===== src/rtl/lsu_ctrl_pkg.sv =====
// rtl/lsu_ctrl_pkg.sv - shared encodings for the load/store unit
// Purpose: state, size and cause codes used by decode and lsu_ctrl, plus the
// alignment rule, so that every user applies one definition of misalignment.
// Ports: none (package).
package lsu_ctrl_pkg;

  typedef enum logic [1:0] {
    ST_IDLE = 2'd0,
    ST_REQ  = 2'd1,
    ST_WAIT = 2'd2,
    ST_DONE = 2'd3
  } lsu_state_t;

  localparam logic [1:0] SZ_B = 2'b00;
  localparam logic [1:0] SZ_H = 2'b01;
  localparam logic [1:0] SZ_W = 2'b10;

  localparam logic [1:0] CAUSE_NONE    = 2'b00;
  localparam logic [1:0] CAUSE_MISAL   = 2'b01;
  localparam logic [1:0] CAUSE_BUSERR  = 2'b10;
  localparam logic [1:0] CAUSE_TIMEOUT = 2'b11;

  // Size code 11 has no legal encoding, so it is reported as misaligned.
  function automatic logic is_misaligned(input logic [1:0] size, input logic [1:0] addr_lo);
    case (size)
      SZ_B:    is_misaligned = 1'b0;
      SZ_H:    is_misaligned = addr_lo[0];
      SZ_W:    is_misaligned = |addr_lo;
      default: is_misaligned = 1'b1;
    endcase
  endfunction

endpackage


===== src/rtl/lsu_ctrl_align.sv =====
// rtl/lsu_ctrl_align.sv - byte-lane steering for stores and load extraction
// Purpose: purely combinational lane logic for lsu_ctrl.
// Ports:
//   wen        in   1  store (1) / load (0); loads get zero mask and data
//   size       in   2  SZ_B / SZ_H / SZ_W
//   in_signed  in   1  sign-extend loaded byte/half
//   addr_lo    in   2  low address bits selecting the lane
//   wdata      in  32  unshifted store data
//   rdata      in  32  bus read word
//   wmask      out  4  byte-lane write mask
//   lane_wdata out 32  store data replicated into every lane
//   ext_rdata  out 32  extracted and extended load data
module lsu_align
  import lsu_ctrl_pkg::*;
(
  input  logic        wen,
  input  logic [1:0]  size,
  input  logic        in_signed,
  input  logic [1:0]  addr_lo,
  input  logic [31:0] wdata,
  input  logic [31:0] rdata,
  output logic [3:0]  wmask,
  output logic [31:0] lane_wdata,
  output logic [31:0] ext_rdata
);

  logic [31:0] shifted;
  logic [7:0]  byte_sel;
  logic [15:0] half_sel;

  always_comb begin
    shifted  = rdata >> {addr_lo, 3'b000};
    byte_sel = shifted[7:0];
    half_sel = addr_lo[1] ? rdata[31:16] : rdata[15:0];
  end

  always_comb begin
    wmask      = 4'b0000;
    lane_wdata = 32'h0;
    ext_rdata  = 32'h0;
    case (size)
      SZ_B: begin
        if (wen) begin
          wmask      = 4'b0001 << addr_lo;
          lane_wdata = {4{wdata[7:0]}};
        end
        ext_rdata = {{24{in_signed & byte_sel[7]}}, byte_sel};
      end
      SZ_H: begin
        if (wen) begin
          wmask      = 4'b0011 << {addr_lo[1], 1'b0};
          lane_wdata = {2{wdata[15:0]}};
        end
        ext_rdata = {{16{in_signed & half_sel[15]}}, half_sel};
      end
      SZ_W: begin
        if (wen) begin
          wmask      = 4'b1111;
          lane_wdata = wdata;
        end
        ext_rdata = rdata;
      end
      default: ;
    endcase
  end

endmodule


===== src/rtl/lsu_ctrl.sv =====
// rtl/lsu_ctrl.sv - load/store sequencer between execute and the data bus
// Purpose: accepts one operation, issues an aligned bus request, waits for the
// response (bounded by TIMEOUT), returns extended load data or an error cause.
// Ports:
//   clk, rst_n                      clock, async active-low reset
//   in_valid/in_ready/in_*          operation from execute
//   mem_req_valid/ready/addr/wen/wmask/wdata   bus request
//   mem_resp_valid/ready/rdata/err  bus response
//   out_valid/ready/rdata/err/cause result to writeback
// All outputs decode from state and captured registers only.
module lsu_ctrl
  import lsu_ctrl_pkg::*;
#(
  parameter int TIMEOUT = 255,
  parameter int TO_W    = 16
) (
  input  logic        clk,
  input  logic        rst_n,
  input  logic        in_valid,
  output logic        in_ready,
  input  logic        in_wen,
  input  logic [1:0]  in_size,
  input  logic        in_signed,
  input  logic [31:0] in_addr,
  input  logic [31:0] in_wdata,
  output logic        mem_req_valid,
  input  logic        mem_req_ready,
  output logic [31:0] mem_req_addr,
  output logic        mem_req_wen,
  output logic [3:0]  mem_req_wmask,
  output logic [31:0] mem_req_wdata,
  input  logic        mem_resp_valid,
  output logic        mem_resp_ready,
  input  logic [31:0] mem_resp_rdata,
  input  logic        mem_resp_err,
  output logic        out_valid,
  input  logic        out_ready,
  output logic [31:0] out_rdata,
  output logic        out_err,
  output logic [1:0]  out_cause
);

  lsu_state_t  state, state_nxt;
  logic [TO_W-1:0] cnt;
  logic        r_wen, r_signed, r_err;
  logic [1:0]  r_size, r_cause;
  logic [31:0] r_addr, r_wdata, r_rdata;
  logic [3:0]  al_wmask;
  logic [31:0] al_wdata, al_rdata;
  logic        timeout_hit;

  assign timeout_hit = (cnt == TO_W'(TIMEOUT - 1));

  lsu_align u_align (
    .wen        (r_wen),
    .size       (r_size),
    .in_signed  (r_signed),
    .addr_lo    (r_addr[1:0]),
    .wdata      (r_wdata),
    .rdata      (mem_resp_rdata),
    .wmask      (al_wmask),
    .lane_wdata (al_wdata),
    .ext_rdata  (al_rdata)
  );

  always_ff @(posedge clk or negedge rst_n) begin
    if (!rst_n) state <= ST_IDLE;
    else        state <= state_nxt;
  end

  always_comb begin
    state_nxt = state;
    case (state)
      ST_IDLE: if (in_valid)
                 state_nxt = is_misaligned(in_size, in_addr[1:0]) ? ST_DONE : ST_REQ;
      ST_REQ:  if (mem_req_ready) state_nxt = ST_WAIT;
      ST_WAIT: if (mem_resp_valid || timeout_hit) state_nxt = ST_DONE;
      ST_DONE: if (out_ready) state_nxt = ST_IDLE;
      default: state_nxt = ST_IDLE;
    endcase
  end

  always_comb begin
    in_ready       = (state == ST_IDLE);
    mem_req_valid  = (state == ST_REQ);
    mem_req_addr   = mem_req_valid ? {r_addr[31:2], 2'b00} : 32'h0;
    mem_req_wen    = mem_req_valid & r_wen;
    mem_req_wmask  = mem_req_valid ? al_wmask : 4'b0000;
    mem_req_wdata  = mem_req_valid ? al_wdata : 32'h0;
    mem_resp_ready = (state == ST_WAIT);
    out_valid      = (state == ST_DONE);
    out_rdata      = out_valid ? r_rdata : 32'h0;
    out_err        = out_valid & r_err;
    out_cause      = out_valid ? r_cause : CAUSE_NONE;
  end

  always_ff @(posedge clk or negedge rst_n) begin
    if (!rst_n) begin
      cnt      <= '0;
      r_wen    <= 1'b0;
      r_size   <= 2'b00;
      r_signed <= 1'b0;
      r_addr   <= 32'h0;
      r_wdata  <= 32'h0;
      r_rdata  <= 32'h0;
      r_err    <= 1'b0;
      r_cause  <= CAUSE_NONE;
    end else begin
      case (state)
        ST_IDLE: if (in_valid) begin
          r_wen    <= in_wen;
          r_size   <= in_size;
          r_signed <= in_signed;
          r_addr   <= in_addr;
          r_wdata  <= in_wdata;
          r_rdata  <= 32'h0;
          if (is_misaligned(in_size, in_addr[1:0])) begin
            r_err   <= 1'b1;
            r_cause <= CAUSE_MISAL;
          end else begin
            r_err   <= 1'b0;
            r_cause <= CAUSE_NONE;
          end
        end
        ST_REQ: if (mem_req_ready) cnt <= '0;
        ST_WAIT: begin
          // A response in the final counted cycle beats the timeout.
          if (mem_resp_valid) begin
            if (mem_resp_err) begin
              r_err   <= 1'b1;
              r_cause <= CAUSE_BUSERR;
            end else if (!r_wen) begin
              r_rdata <= al_rdata;
            end
          end else if (timeout_hit) begin
            r_err   <= 1'b1;
            r_cause <= CAUSE_TIMEOUT;
          end else begin
            cnt <= cnt + TO_W'(1);
          end
        end
        default: ;
      endcase
    end
  end

endmodule


===== config.mk =====
export PLATFORM = sky130hd
export DESIGN_NAME = lsu_ctrl
export DESIGN_NICKNAME = d
export VERILOG_FILES = /design/src/rtl/lsu_ctrl_pkg.sv /design/src/rtl/lsu_ctrl_align.sv /design/src/rtl/lsu_ctrl.sv
export SDC_FILE = /design/constraint.sdc
export NUM_CORES = 1
export LEC_CHECK = 0
export CORE_ASPECT_RATIO = 0.5
export CORE_UTILIZATION = 55
export DETAILED_ROUTE_END_ITERATION = 8
export DONT_BUFFER_PORTS = 1
export PLACE_DENSITY = 0.7
export SLEW_MARGIN = 20
export SYNTH_ARGS = -nofsm -noshare
export SYNTH_HDL_FRONTEND = slang
export SYNTH_SLANG_ARGS = --single-unit

===== constraint.sdc =====
create_clock -name clk -period 6.7 [get_ports clk]
set_input_delay 1.34 -clock clk [delete_from_list [all_inputs] [get_ports clk]]
set_output_delay 1.34 -clock clk [all_outputs]
set_load 0.005 [all_outputs]

; ---- Word level (Yosys, flattened, before mapping)
; Cells that the tools add are included.
[totals]
regBits = 121
input_bits = 107
out_inout_bits = 108
word_cells = 94
[classes]
n_addsub = 1
eq_ne = 19
shifts = 3
n_mux = 45
n_bitwise = 4
n_reduce_logical = 12
[op_table]
columns = operator, count
row1 = 32-bit 2-to-1 mux, 10
row2 = 32-bit case mux with 3 select lines, 2
row3 = 16-bit 2-to-1 mux, 4
row4 = 32-bit case mux with 2 select lines, 1
row5 = 16-bit case mux with 2 select lines, 1
row6 = 32-bit by 5-bit >> shifter with 8-bit output, 1
row7 = 2-bit 2-to-1 mux, 10
row8 = "16-bit by 1-bit adder with 16-bit output, second input constant", 1
row9 = "16-bit by 8-bit equality test with 1-bit output, second input constant", 1
row10 = 4-bit 2-to-1 mux, 4
row11 = "2-bit != test, second input constant", 6
row12 = 4-bit case mux with 3 select lines, 1
row13 = 4-bit AND reduction, 3
row14 = "2-bit equality test, second input constant", 4
row15 = 1-bit 2-to-1 mux, 8
row16 = 2-bit case mux with 4 select lines, 1
row17 = "2-bit by 1-bit equality test with 1-bit output, second input constant", 3
row18 = 2-bit zero test, 3
row19 = "2-bit by 1-bit != test with 1-bit output, second input constant", 3
row20 = "3-bit by 2-bit != test with 1-bit output, second input constant", 2
row21 = 5-bit AND reduction, 1
row22 = 1-bit AND, 4
row23 = 2-bit case mux with 2 select lines, 1
row24 = 2-bit nonzero test, 2
row25 = 7 further kinds, 7

; ---- Logic depth before layout (Yosys ltp)
[depth]
ltp_word = 7
mapped_depth = 8
mapped_depth_nobuf = 6

; ---- By module
; Synthesis repeated with hierarchy kept, for this count alone.
[unflattened]
hier_cells = 716
area_unflattened_um2 = 7323.3
[by_module_without_submodules]
columns = module, n_inst, cells_per_inst, area_each_um2, seq_area_each_um2
row1 = lsu_ctrl, 1, 485, 5788.1, 3027.9
row2 = lsu_align, 1, 231, 1535.2, 0.0

; ---- Worst setup path after synthesis
; Ideal clock, no wire load.
[synth_timing]
path_kind = reg-to-output
start = reg r_size[1]
end = out mem_req_wdata[10]
t_arrival_ns = 1.565
path_slack_ns = 3.795
stages_incl_launch_ff = 7
path_buffers = 3
path_cell_list = dfrtp_1 -> clkbuf_1 -> nor2b_1 -> clkbuf_1 -> buf_1 -> nand2_1 -> a21oi_1
[synth_via]
elab_chain_len = 3
elab_cells_between_ends = 5
classes_between = eq/ne: 2 / mux: 2 / reduce/logical: 1
[synth_lines]
columns = item, line
row1 = from (decl), lsu_ctrl.sv:46  ; logic [1:0] r_size, r_cause;
row2 = from (signal assigned), lsu_ctrl.sv:112  ; r_size <= in_size;
row3 = "2-bit equality test, or another cell as far along", lsu_ctrl_align.sv:41  ; case (size)
row4 = 32-bit case mux with 3 select lines (*), lsu_ctrl_align.sv:41
row5 = 32-bit 2-to-1 mux (*), lsu_ctrl.sv:89  ; mem_req_wdata = mem_req_valid ? al_wdata : 32'h0;
row6 = to (decl), lsu_ctrl.sv:31  ; output logic [31:0] mem_req_wdata,
; Every way passes the cells marked *; elsewhere a longest branch is shown, timed or not.

; ---- Final worst setup path
[layout_timing]
start = reg state[1]
end = out mem_req_wdata[3]
[layout_via]
elab_chain_len = 2
[layout_lines]
columns = item, line
row1 = from (decl), lsu_ctrl.sv:43  ; lsu_state_t state, state_nxt;
row2 = from (signal assigned), lsu_ctrl.sv:68  ; else state <= state_nxt;
row3 = 2-bit by 1-bit equality test with 1-bit output, lsu_ctrl.sv:85  ; mem_req_valid = (state == ST_REQ);
row4 = net mem_req_valid, lsu_ctrl.sv:26  ; output logic mem_req_valid,
row5 = 32-bit 2-to-1 mux, lsu_ctrl.sv:89
; The timed path passes the listed nets, and every way through them passes these cells.

==> out/metrics.yaml <==
drive_gt1_share_pct: 21.76
cts.sinks: 121
tritoncts: "yes"
path_class: "flip-flop to output port"
crit_path_cell_trace: "inv_1 -> ha_1 -> nand2_1 -> a21oi_1 -> and2_1"
synth.cell_area_sq_um: 6530
powerDensity_nw_per_um2: 485.7
synth-edff-count: 0
post_synth_num_cell_types: 54
grt_usage_pct: 26.52
dr.pass1.iters: 5
post_cts_buffers: 0
antenna_found_initial: 3
vias: 4847
avgViaCountPerCell: 6.175
leakagePower_uw: 0.002975
critPathBufInv: 1
routed_wl_mm: 15.94
ant_nets: 0
ys_ff_latch: 121
crit_family: "simple AND/OR/NAND/NOR gates"
finalPower_uw: 3478
die_w_um: 156.1
ctsResizeCount: 0
num-fill-cells: 930
initial_core_util_pct: 57.87
setup_tns_ns: 0
post-dp-hpwl_mm: 10.82
dieHeight_um: 79.05
async_reset_ff_share_pct: 100.0
area_growth_pct: 9.638
status: "complete, no violations"
drc_errors: 0
slew_violations: 0
rsz0062_at_grt: "no"
num_rows: 27
grt_pass1_vias: 4583
synth_top_cell_by_area: "dfrtp_1"
yosysWarnings: 0
peakVddDrop_mv: 0.2263
synth_area_leaders: "dfrtp_1, mux2_2, and2_1"
grt_pass1_wl_mm: 24.92
cts_buffers: 17
clock_skew_ns: 0.009401
cp.arrival_ns: 3.36
drt_iter0_drc: 339
htreeDepth: 4
wl_per_cell_um: 20.31
synth-seq-area-share_pct: 46.37
postCtsHoldBufs: 0
clkTransAtPathRegs_ns: 0.06
fin_crit_sh_pct: 70.09
end_kind: "output port"
synth_area_per_cell_sq_um: 10.25
hp-class: "flip-flop to flip-flop"
cts_buffer_depth: 2
timing.fmax_mhz: 212.9
ios: 215
fin_crit_ns: 4.696
cp-start-kind: "flip-flop"
drv_cap: 0
cts-root-buf: "clkbuf_16"
setup_viol: 0
slowest_delay_ns: 0.77
insertion_delay_ns: 0.42
worstMarginPinSlew_ns: 1.093
port_buffers: 0
synth_ff_type: "dfrtp_1"
cpMaxStageDelayCell: "ha_1"
worst-path-max-fanout: 34
syn_inst: 637
synth_top_area_share_pct: 46.37
final_net_count: 726
die-area_sq_um: 12340
grt_max_degree: 122
hold_viol: 0
grt_overflow: 0
max_slew_margin_pct: 27.00
coreArea_sq_um: 11280
worst_ep_required_time_ns: 5.36
gp_congestion: 0.8166
layout by cell type (no fill, tap or decap), types with 3 or more instances in the layout:
master and instances:
o21ai_0 34, ha_1 6, nand3_1 7, nor2b_1 3, mux2_2 92, nand2b_1 3
a221oi_1 8, nand4_1 3, nor2_1 17, a21oi_1 34, a22o_1 17, mux2i_1 3
or4_1 13, inv_1 13, dfrtp_1 121, clkinv_4 4, nor3_1 3, clkbuf_16 17
o31ai_1 12, a32oi_1 7, and2_1 80, a22oi_1 8, clkinvlp_4 3, and4_1 3
nand2_1 67
synth_stat cells, drive strengths merged, types with 12 or more instances:
cell type and count:
a21oi 34, and2 81, mux2 92, o21ai 35, dfrtp 121, inv 13
or4 14, o31ai 12, clkbuf 30, buf 17, nor2 18, a22o 17
nand2 68
where the power goes:
part	switching, uW	internal (uW)	total (uW)
registers	233	1040	1270
clock network	344	560	904
logic	712	591	1300
total	1290	2190	3480
final cells by class:
type / instances / area [sq um] / area share, %
clock inverters: 13 / 145.1 / 2.027
diodes: 1 / 2.502 / 0.03495
well taps: 159 / 198.9 / 2.779
inverters: 14 / 52.55 / 0.7340
repair buffers: 2 / 15.01 / 0.2097
flip-flops and latches: 121 / 3028 / 42.29
multi-input cells: 456 / 3274 / 45.74
clock buffers: 19 / 442.9 / 6.187
state kept, by name (all words and copies together), names as in the netlist:
name / cells
r_size: 2
cnt: 16
r_err: 1
r_wen: 1
r_cause: 2
r_signed: 1
r_addr: 32
r_rdata: 32
state: 2
r_wdata: 32
per-layer routing:
| layer | vias to the layer above | global-route usage (%) | share of wire (%) |
|---|---|---|---|
| met3 | 27 | 10.43 | 8.2 |
| met2 | 181 | 41.52 | 47 |
| met1 | 2415 | 34.07 | 44 |
| met4 | 4 | 7.843 | 1.3 |
| li1 | 2220 | - | - |
| met5 | - | 0 | 0.18 |
worst reg2reg max path, delay by kind of cell, from the launching register on:
kind / cells / cell delay (ns)
compound gates: 2 / 0.49
fa+ha+maj: 1 / 0.53
buf+inv: 2 / 0.37
flops: 1 / 0.41
mux: 1 / 0.22
simple gates: 1 / 0.61
final timing paths:
check | depth (start not counted) | end | slack, ns | start
max | 5 | mem_req_wdata[3] | 2.00 | state[1]$_DFFE_PN0P_
min | 2 | r_rdata[1]$_DFFE_PN0P_ | 0.47 | r_rdata[1]$_DFFE_PN0P_
max reg2reg | 7 | r_rdata[7]$_DFFE_PN0P_ | 4.00 | state[0]$_DFFE_PN0P_
min reg2reg | 2 | r_rdata[1]$_DFFE_PN0P_ | 0.47 | r_rdata[1]$_DFFE_PN0P_
max in group asynchronous | 0 | r_wdata[21]$_DFFE_PN0P_ | 5.96 | rst_n
min in group asynchronous | 0 | r_rdata[18]$_DFFE_PN0P_ | 0.62 | rst_n
logic make-up after synthesis:
group / after synthesis / synth area share [%]
compound gates: 136 / 13.76
fa+ha+maj: 7 / 1.341
flops: 121 / 46.37
simple gates: 214 / 17.76
mux: 97 / 16.82
buf+inv: 61 / 3.890
other cells: 1 / 0.05743
metrics by stage:
stage | worst slack (ns) | hold slack (ns) | util (%) | instance area (sq um) | cells
global route | 1.661 | 0.4975 | 63.43 | 7157 | 784
detailed placement | 2.338 | 0.4623 | 58.14 | 6560 | 752
global placement | 2.445 | 0.4574 | 58.14 | 6560 | 752
CTS | 1.898 | 0.4752 | 63.35 | 7148 | 784
floorplan | 3.795 | 0.4424 | - | 6534 | 638
finish | 2.004 | 0.4739 | 63.45 | 7159 | 785
Power figures use the tool's default switching activity.
